File: src/rtl/bu_arb_ctrl.sv
// rtl/bu_arb_ctrl.sv - two-port round-robin arbiter around a shared branch comparator
// Optional feature macro: BU_ARB_PREDICT_EN (per-port prediction input, mispredict output)

module bu (
  input  logic [31:0] a,
  input  logic [31:0] b,
  input  logic [2:0]  op,
  output logic        taken,
  output logic        illegal
);
  localparam logic [2:0] OP_BEQ  = 3'b000;
  localparam logic [2:0] OP_BNE  = 3'b001;
  localparam logic [2:0] OP_BLT  = 3'b100;
  localparam logic [2:0] OP_BGE  = 3'b101;
  localparam logic [2:0] OP_BLTU = 3'b110;
  localparam logic [2:0] OP_BGEU = 3'b111;

  // Evaluate the branch condition; unknown encodings never take and raise illegal
  always_comb begin
    taken   = 1'b0;
    illegal = 1'b0;
    case (op)
      OP_BEQ:  taken = (a == b);
      OP_BNE:  taken = (a != b);
      OP_BLT:  taken = ($signed(a) < $signed(b));
      OP_BGE:  taken = ($signed(a) >= $signed(b));
      OP_BLTU: taken = (a < b);
      OP_BGEU: taken = (a >= b);
      default: illegal = 1'b1;
    endcase
  end
endmodule

module bu_arb_ctrl #(
  parameter int TAG_W = 4,
  parameter int XLEN  = 32
) (
  input  logic                 i_clk,
  input  logic                 i_rst_n,
  input  logic                 i_flush,
  input  logic [1:0]           i_req_valid,
  output logic [1:0]           o_req_ready,
  input  logic [2*XLEN-1:0]    i_req_a,
  input  logic [2*XLEN-1:0]    i_req_b,
  input  logic [5:0]           i_req_op,
  input  logic [2*XLEN-1:0]    i_req_pc,
  input  logic [2*XLEN-1:0]    i_req_imm,
  input  logic [2*TAG_W-1:0]   i_req_tag,
  output logic                 o_res_valid,
  input  logic                 i_res_ready,
  output logic                 o_res_taken,
  output logic [XLEN-1:0]      o_res_next_pc,
  output logic [TAG_W-1:0]     o_res_tag,
  output logic                 o_res_src,
  output logic                 o_res_illegal
`ifdef BU_ARB_PREDICT_EN
  ,
  input  logic [1:0]           i_req_pred,
  output logic                 o_res_mispredict
`endif
);
  // Result register occupancy; the comparator is 32-bit so XLEN stays 32
  localparam logic EMPTY = 1'b0;
  localparam logic FULL  = 1'b1;

  logic             state;
  logic             ptr;
  logic             can_accept;
  logic             accept;
  logic             win;
  logic [XLEN-1:0]  sel_a;
  logic [XLEN-1:0]  sel_b;
  logic [XLEN-1:0]  sel_pc;
  logic [XLEN-1:0]  sel_imm;
  logic [XLEN-1:0]  next_pc;
  logic [2:0]       sel_op;
  logic [TAG_W-1:0] sel_tag;
  logic             cmp_taken;
  logic             cmp_illegal;

  assign o_res_valid = (state == FULL);

  // Accept only when the result slot is free now or drains on this edge
  assign can_accept = ~i_flush & (~o_res_valid | i_res_ready);

  // Pointer port wins when valid; otherwise the other port (valid if anything is)
  assign win         = i_req_valid[ptr] ? ptr : ~ptr;
  assign accept      = can_accept & (|i_req_valid);
  assign o_req_ready = {accept & win, accept & ~win};

  assign sel_a   = win ? i_req_a[2*XLEN-1:XLEN]   : i_req_a[XLEN-1:0];
  assign sel_b   = win ? i_req_b[2*XLEN-1:XLEN]   : i_req_b[XLEN-1:0];
  assign sel_pc  = win ? i_req_pc[2*XLEN-1:XLEN]  : i_req_pc[XLEN-1:0];
  assign sel_imm = win ? i_req_imm[2*XLEN-1:XLEN] : i_req_imm[XLEN-1:0];
  assign sel_op  = win ? i_req_op[5:3]            : i_req_op[2:0];
  assign sel_tag = win ? i_req_tag[2*TAG_W-1:TAG_W] : i_req_tag[TAG_W-1:0];

  bu u_bu (
    .a       (sel_a),
    .b       (sel_b),
    .op      (sel_op),
    .taken   (cmp_taken),
    .illegal (cmp_illegal)
  );

  // Illegal ops report not-taken from the comparator, so they fall through to pc+4
  assign next_pc = cmp_taken ? (sel_pc + sel_imm) : (sel_pc + {{(XLEN-3){1'b0}}, 3'd4});

  // Occupancy FSM and round-robin pointer; flush drops the held result without accepting
  always_ff @(posedge i_clk or negedge i_rst_n) begin
    if (!i_rst_n) begin
      state <= EMPTY;
      ptr   <= 1'b0;
    end else begin
      if (i_flush)
        state <= EMPTY;
      else if (accept)
        state <= FULL;
      else if (i_res_ready)
        state <= EMPTY;
      if (accept)
        ptr <= ~win;
    end
  end

  // Result payload only changes on accept, so it holds steady across stalls
  always_ff @(posedge i_clk or negedge i_rst_n) begin
    if (!i_rst_n) begin
      o_res_taken   <= 1'b0;
      o_res_next_pc <= '0;
      o_res_tag     <= '0;
      o_res_src     <= 1'b0;
      o_res_illegal <= 1'b0;
    end else if (accept) begin
      o_res_taken   <= cmp_taken;
      o_res_next_pc <= next_pc;
      o_res_tag     <= sel_tag;
      o_res_src     <= win;
      o_res_illegal <= cmp_illegal;
    end
  end

`ifdef BU_ARB_PREDICT_EN
  // Mispredict compares outcome against the winner's prediction; illegal ops never flag
  always_ff @(posedge i_clk or negedge i_rst_n) begin
    if (!i_rst_n)
      o_res_mispredict <= 1'b0;
    else if (accept)
      o_res_mispredict <= cmp_illegal ? 1'b0 : (cmp_taken ^ (win ? i_req_pred[1] : i_req_pred[0]));
  end
`endif
endmodule

File: config.mk
export PLATFORM = sky130hd
export DESIGN_NAME = bu_arb_ctrl
export DESIGN_NICKNAME = d
export VERILOG_FILES = /design/src/rtl/bu_arb_ctrl.sv
export SDC_FILE = /design/constraint.sdc
export NUM_CORES = 1
export LEC_CHECK = 0
export BUFFER_PORTS_ARGS = -buffer_cell sky130_fd_sc_hd__buf_2
export CAP_MARGIN = 10
export CELL_PAD_IN_SITES_DETAIL_PLACEMENT = 0
export CELL_PAD_IN_SITES_GLOBAL_PLACEMENT = 1
export CORE_MARGIN = 2
export CORE_UTILIZATION = 30
export DETAILED_ROUTE_END_ITERATION = 10
export PLACE_DENSITY = 0.82
export SYNTH_ARGS = -nofsm -noshare
export SYNTH_HDL_FRONTEND = slang
export SYNTH_HIERARCHICAL = 1
export SYNTH_SLANG_ARGS = --single-unit
File: constraint.sdc
create_clock -name i_clk -period 5.28 [get_ports i_clk]
set_clock_uncertainty 0.15 [all_clocks]
set_input_delay 1.056 -clock i_clk [delete_from_list [all_inputs] [get_ports i_clk]]
set_output_delay 1.056 -clock i_clk [all_outputs]
set_load 0.05 [all_outputs]
==> key figures, run 1 <==
Outcome
  – Status: complete, no violations

Logic synthesis
  – Syn. warnings: 6
  – Yosys reg bits: 41
  – Count leader, synth: nand2_1
  – Top_reg_cell synth: dfrtp_1
  – Syn Inst Count: 1107
  – FFs w/ async S/R, synth: 100.0%
  – Top cell type's share of synthesized area: between 10% and 20%
  – Synth area leaders: nand2_1, dfrtp_1, ha_1, xnor2_1, mux2i_1
  – Synth cell count leaders: nand2_1, ha_1, nor2_1
  – Register area share after synthesis: 14.33%
  – Post-synth cell types: 74
  – Cell area after synthesis: roughly 7000 µm²
  – Syn Nets: 1442
  – Number of synthesized flops with an enable pin: 0
  – Dominant cell type by area after synthesis: nand2_1
  – Syn Area/Cell: 6.466 µm²

Floorplanning
  – Die Y: 158.5 µm
  – Die width: about 160 µm
  – Floorplan row count: 56
  – Core Box Area: 23470 µm²
  – Die area: 25110 µm²
  – I/O Pins: 318
  – Starting Density: between 30% and 40%

Routing
  – Top sig layer: met4
  – First drt pass iteration count: 5
  – Final WL: 27.26 mm
  – Drt wl/cell: 15.71 µm
  – Vias: 8649
  – Metal2 WL: about 13 mm
  – DR iter-0 viols: 472
  – DRC violations left: 0
  – Routed wire length on met3: between 1.5 and 2 mm
  – Post-DRT Antenna Nets: 0
  – Via density: between 4 and 5
  – DRT met1 WL: around 12 mm

Global route
  – GRT Total Usage: 20.74%
  – Vias in the first global route: about 8000
  – Total gr overflow: 0
  – Global-route wire length before repair: around 41 mm
  – Largest net degree at the start of global routing: 44
  – Antenna violations before repair: 0

Placement
  – DP Wirelength: around 23 mm
  – Dpl ws: 115.1 ps
  – Placed Cells: 1728
  – IO Port Bufs: 317
  – Placer Congestion: 0.9392

Power
  – Flop pwr share: 15.2%
  – Clock power share: 9.4%
  – Combinational Power Share: between 70% and 80%
  – Net Switching: 1957 µW
  – LEAKAGE: slightly above 0.005 µW
  – P_int: 1560 µW
  – Maximum vdd drop: 0.1960 mV
  – PD cells: about 370 nW/µm²
  – Switching share of total power: 55.65%

Clock tree
  – Cts hold-fix bufs: 0
  – TritonCTS clock tree: built
  – Cts bufs inserted: 5
  – Worst skew pair latency: approximately 300 ps
  – Post-CTS setup buffers: 0
  – Max Buffers Root-to-Sink: 2
  – Post_cts resized: 0
  – Clk root buf: clkbuf_16
  – CTS sink count: 41
  – H-tree levels: 2
  – Clock-pin slew on the worst setup and hold paths: 70 ps

Timing
  – Minimum clock period: 4837 ps
  – RSZ-0062 raised after global routing: no
  – Fmax: 0.2067 GHz
  – Worst slew margin: between 50% and 60%
  – Final setup viols: 0
  – Slew Limit Fails: 0
  – Final worst slack: 442.7 ps
  – Final hold viol count: 0
  – Fin crit share: 91.62%
  – Slew @ Worst Pin: 697.3 ps
  – Hold WS: between 300 and 400 ps
  – Setup TNS: 0 ps

Layout
  – Layout area overhead: 31.90%
  – Layout Utilization: 40.22%
  – # diodes: 0
  – Layout cells sized above 1: around 28%
  – Nets@finish: between 1500 and 2000
  – Non-filler instance count after layout: 1736
  – FILL cells: ~2500

Worst setup path
  – Critical path launch point type: primary input
  – CP arrival: 4870 ps
  – Crit Path Max Fanout: 30
  – Crit Path Class: in -> reg
  – Crit. End Element: flip-flop
  – Worst r2r path cells: 18
  – Worst reg2reg path startpoint: ptr
  – Worst setup path startpoint: i_req_valid[1]
  – Critical Path RT: roughly 5300 ps

Hold path
  – WHS Path Cells: 2
  – Hold crit path type: reg -> reg
  – HP Start: o_res_illegal

Flow run
  – Max cap viols: 0
==> state kept, by name (all words and copies together), names as in the netlist <==
name and cells:
o_res_src 1, o_res_tag 4, ptr 1, o_res_taken 1
o_res_illegal 1, o_res_next_pc 32, o_res_valid 1
==> worst max-delay path, cell delays in order <==
cell and delay (ps):
buf_2 110, and2b_4 210, nor2_8 410, buf_4 280, nand2_1 70, nand2_1 80, ha_1 220, inv_1 70
fa_1 380, nand2b_1 200, a21oi_2 190, o221ai_2 140, a21oi_2 190, o211a_1 230, or2_4 170, a221oi_4 80
o31ai_1 330, xor2_1 110, a221o_1 320
==> worst paths after layout <==
kind | slack [ps] | endpoint
setup / recovery | 440 | o_res_next_pc[30]
hold / removal | 320 | o_res_illegal
setup reg to reg | 870 | o_res_next_pc[30]
hold reg to reg | 320 | o_res_illegal
max in group asynchronous | 3860 | o_res_next_pc[5]
min in group asynchronous | 700 | o_res_tag[2]
==> logic make-up after synthesis <==
kind of cell    share of synthesized area, %
fa+ha+maj                              11.26
xor+xnor                               8.565
simple gates                           34.61
flops                                  14.33
mux                                    4.999
compound gates                         20.10
buf+inv                                6.135
==> routing by layer <==
| layer | vias to the layer above | GRT usage, % |
|---|---|---|
| met5 | - | 0 |
| met3 | 26 | 2.314 |
| met1 | 3929 | 26.22 |
| met2 | 293 | 37.52 |
| met4 | 0 | 5.191 |
| li1 | 4401 | - |
==> power groups by stage <==
stage	registers [µW]	logic (µW)	clock network [µW]
3_3_place_gp	536	2640	0
2_1_floorplan	973	1440	0
6_report	536	2650	331
4_1_cts	535	2660	342
5_1_grt	548	2900	351
3_5_place_dp	541	2650	0
==> through the flow <==
stage	total power (µW)	cell area, µm²
6_report	3517	9442
5_1_grt	3802	9442
4_1_cts	3537	9442
3_5_place_dp	3191	9299
3_3_place_gp	3172	9299
2_1_floorplan	2410	7198
==> final cells by class <==
| class | count | area [µm²] | area share (%) |
|---|---|---|---|
| multi-input combinational | 957 | 5729 | 60.68 |
| timing repair buffer | 355 | 1934 | 20.49 |
| sequential | 41 | 1026 | 10.87 |
| tap | 319 | 399.1 | 4.227 |
| inverter | 56 | 210.2 | 2.226 |
| clock buffer | 5 | 125.1 | 1.325 |
| clock inverter | 3 | 17.52 | 0.1855 |
==> placed cells by master (no fill, tap or decap), types with 7 or more instances in the layout <==
master / Yosys / final
a21o_1: 18 / 18
a21oi_1: 56 / 55
a22oi_1: 7 / 7
a31oi_1: 19 / 19
and3_1: 11 / 11
buf_2: 15 / 317
buf_4: 3 / 33
dfrtp_1: 41 / 41
ha_1: 58 / 58
inv_1: 56 / 56
mux2i_1: 29 / 29
nand2_1: 380 / 379
nand2b_1: 8 / 8
nand3_1: 33 / 33
nand4_1: 15 / 15
nor2_1: 58 / 58
nor3_1: 11 / 10
nor4_1: 10 / 9
o211ai_1: 13 / 13
o21ai_0: 54 / 54
or3_1: 8 / 7
xnor2_1: 47 / 47
xor2_1: 23 / 23
No activity file was read; power rests on OpenSTA's default activity.
==> inputs of run 2 (changes only) <==
--- a/config.mk
+++ b/config.mk
@@ -7,12 +7,12 @@
 export LEC_CHECK = 0
 export BUFFER_PORTS_ARGS = -buffer_cell sky130_fd_sc_hd__buf_2
 export CAP_MARGIN = 10
-export CELL_PAD_IN_SITES_DETAIL_PLACEMENT = 0
+export CELL_PAD_IN_SITES_DETAIL_PLACEMENT = 1
 export CELL_PAD_IN_SITES_GLOBAL_PLACEMENT = 1
 export CORE_MARGIN = 2
-export CORE_UTILIZATION = 30
+export CORE_UTILIZATION = 35
 export DETAILED_ROUTE_END_ITERATION = 10
-export PLACE_DENSITY = 0.82
+export PLACE_DENSITY = 0.9
 export SYNTH_ARGS = -nofsm -noshare
 export SYNTH_HDL_FRONTEND = slang
 export SYNTH_HIERARCHICAL = 1
==> constraint.sdc (replaced) <==
create_clock -name i_clk -period 5.7 [get_ports i_clk]
set_clock_uncertainty 0.15 [all_clocks]
set_input_delay 1.14 -clock i_clk [delete_from_list [all_inputs] [get_ports i_clk]]
set_output_delay 1.14 -clock i_clk [all_outputs]
set_load 0.05 [all_outputs]
==> run 2 against run 1 <==
  * Critical path depth unchanged
  * First-iteration DRC count shrank 20%
  * Sequential share of layout area grew 0.25 points
  * Cell area is 2.3% lower
  * Power down 7.0%
  * Critical path type unchanged
  * Largest power group unchanged
==> key figures, run 2 (same netlist as run 1, synthesis figures left out) <==
Global route
  – Global-route wire length before repair: 46.62 mm (+13%)
  – Largest net degree at the start of global routing: 63 (+43%)
  – Antenna violations before repair: 1 (+1)
  – Vias in the first global route: 9529 (+19%)
  – GRT Total Usage: 26.29% (+5.5 points)
  – Total gr overflow: 0 (unchanged)

Clock tree
  – Cts hold-fix bufs: 0 (unchanged)
  – Clock-pin slew on the worst setup and hold paths: 70 ps (about the same)
  – Max Buffers Root-to-Sink: 2 (unchanged)
  – Cts bufs inserted: 5 (unchanged)
  – TritonCTS clock tree: built
  – Post_cts resized: 0 (unchanged)
  – CTS sink count: 41 (unchanged)
  – Post-CTS setup buffers: 0 (unchanged)
  – H-tree levels: 2 (unchanged)
  – Clk root buf: clkbuf_16
  – Worst skew pair latency: 290 ps (about the same)

Placement
  – Dpl ws: 181.1 ps (+66.01 ps)
  – Placer Congestion: 0.9059 (-3.5%)
  – DP Wirelength: 24.14 mm (+5.9%)
  – IO Port Bufs: 317 (unchanged)

Worst setup path
  – Slowest CP cell: nor2_8
  – Critical path launch point type: primary input
  – Slowest Stage Delay on Critical Path: 680 ps (+270 ps)
  – Critical Path RT: 5730 ps (+420 ps)
  – Most common cell on crit path: nand2_1
  – Crit. End Element: flip-flop
  – Crit Path Class: in -> reg
  – CP arrival: 5290 ps (+420 ps)
  – Crit Path Max Fanout: 61 (+100%)
  – Crit path buf inv count: 4 (+1)
  – Critical-path cell list: buf_2, and2b_4, nor2_8, buf_4, nand2_1, nand2_1, inv_1, ha_1, nand4_1, nor4_4, a211oi_1, a311oi_1, a211o_2, nor3_4, buf_12, nor4_1, a21oi_1, xnor2_1, mux2_2
  – R2r setup slk: 940 ps (+70 ps)
  – Crit path max-delay family: simple AND/OR/NAND/NOR gates

Timing
  – Fin crit share: 92.26%
  – Final worst slack: 441.1 ps (-1.634 ps)
  – RSZ-0062 raised after global routing: no
  – Worst slew margin: 28.05% (-25 points)
  – Fmax: around 0.19 GHz
  – Hold WS: 327.4 ps (+3.387 ps)
  – Slew @ Worst Pin: 1079 ps (+382.0 ps)
  – Final setup viols: 0 (unchanged)
  – Final hold viol count: 0 (unchanged)
  – Minimum clock period: 5259 ps
  – Slew Limit Fails: 0 (unchanged)
  – Setup TNS: 0 ps (unchanged)

Routing
  – Final WL: 29.27 mm (+7.4%)
  – Vias: 8931 (+3.3%)
  – DRC violations left: 0 (unchanged)
  – Via density: 5.345 (+7.3%)
  – DR iter-0 viols: 379 (-20%)
  – Post-DRT Antenna Nets: 0 (unchanged)
  – Drt wl/cell: 17.52 µm (+12%)
  – First drt pass iteration count: 4 (-1)

Flow run
  – Max cap viols: 0 (unchanged)

Layout
  – Largest regs: o_res_next_pc x32, o_res_tag x4
  – Layout cells sized above 1: 26.86% (-1.1 points)
  – Nets@finish: 1734 (-0.97%)
  – Register with the most flip-flops: o_res_next_pc
  – Layout Utilization: 45.75% (+5.5 points)
  – Commonest non-fill, non-tap cells in the layout: nand2_1, buf_2, nor2_1, ha_1
  – Max reg flops: 32 (unchanged)
  – Storage cell area: 1026 µm² (unchanged)
  – Most common cell after layout, fill and taps aside: nand2_1
  – Multi-input combinational cell area: 5712 µm² (-0.31%)
  – Layout area overhead: 28.91%
  – FILL cells: 2779 (+9.4%)

Outcome
  – Status: complete, no violations

Power
  – Maximum vdd drop: 0.1556 mV (-21%)
  – LEAKAGE: 0.004994 µW (-1.6%)
  – PD cells: 354.5 nW/µm² (-4.8%)

Floorplanning
  – I/O Pins: 318 (unchanged)
  – Starting Density: 35.49% (+5.0 points)
  – Core Box Area: 20170 µm² (-14%)
  – Floorplan row count: 52 (-7.1%)
  – Die Y: 147.0 µm (-7.2%)
  – Die width: 147.0 µm (-7.2%)
  – Die area: 21610 µm² (-14%)

Hold path
  – Hold crit path type: reg -> reg
## run 2: cell count changes in the layout (fill, tap and decap cells not counted), sizes merged
cell / previous run / this run
buf: 355 / 338
clkinvlp: 1 / 0
diode: 0 / 1
clkinv: 2 / 1
clkbuf: 5 / 7
## run 2: path summary, 6_finish.rpt
kind                            cells past startpoint      startpoint                 to
worst max-delay path                               19  i_req_valid[1]  o_res_next_pc[17]
min in group asynchronous                           1         i_rst_n   o_res_next_pc[2]
worst max register to register                     18             ptr  o_res_next_pc[17]
worst min register to register                      2   o_res_illegal      o_res_illegal
max in group asynchronous                           1         i_rst_n       o_res_tag[2]
worst min-delay path                                2   o_res_illegal      o_res_illegal
## run 2: report_power, final
part           switching (µW)  internal [µW]
combinational            1620            834
clock                     136            186
sequential               82.6            412
## run 2: routing by layer
layer	up-vias	global-route usage, %	wire [µm]
met1	4182	30.27	11720
met4	0	8.654	846
met5	-	0	0
met2	306	50.05	14970
li1	4381	-	-
met3	62	3.354	1730
## run 2: area by class of cell
type / instances / share of cell area [%]
clock inverter: 1 / 0.05424
antenna: 1 / 0.02712
clock buffer: 7 / 1.654
sequential: 41 / 11.12
timing repair buffer: 338 / 19.31
multi-input combinational: 957 / 61.90
tap: 270 / 3.661
inverter: 56 / 2.278
## run 2: per-stage QoR
stage | instance area [µm²] | total power (µW) | instances
floorplan | 7166 | 2220 | 1107
global placement | 9067 | 2853 | 1662
detailed placement | 9067 | 2935 | 1662
CTS | 9225 | 3273 | 1670
global route | 9225 | 3524 | 1670
finish | 9228 | 3271 | 1671
## run 2: worst reg2reg max path, delay by kind of cell (launching register included)
kind / cells / cell delay [ps]
and+or+nand+nor: 8 / 2010
AOI/OAI and AO/OA: 4 / 750
buffers and inverters: 3 / 610
DFF: 1 / 440
xor gates and xnor gates: 1 / 130
adders and majority gates: 1 / 300
muxes: 1 / 260
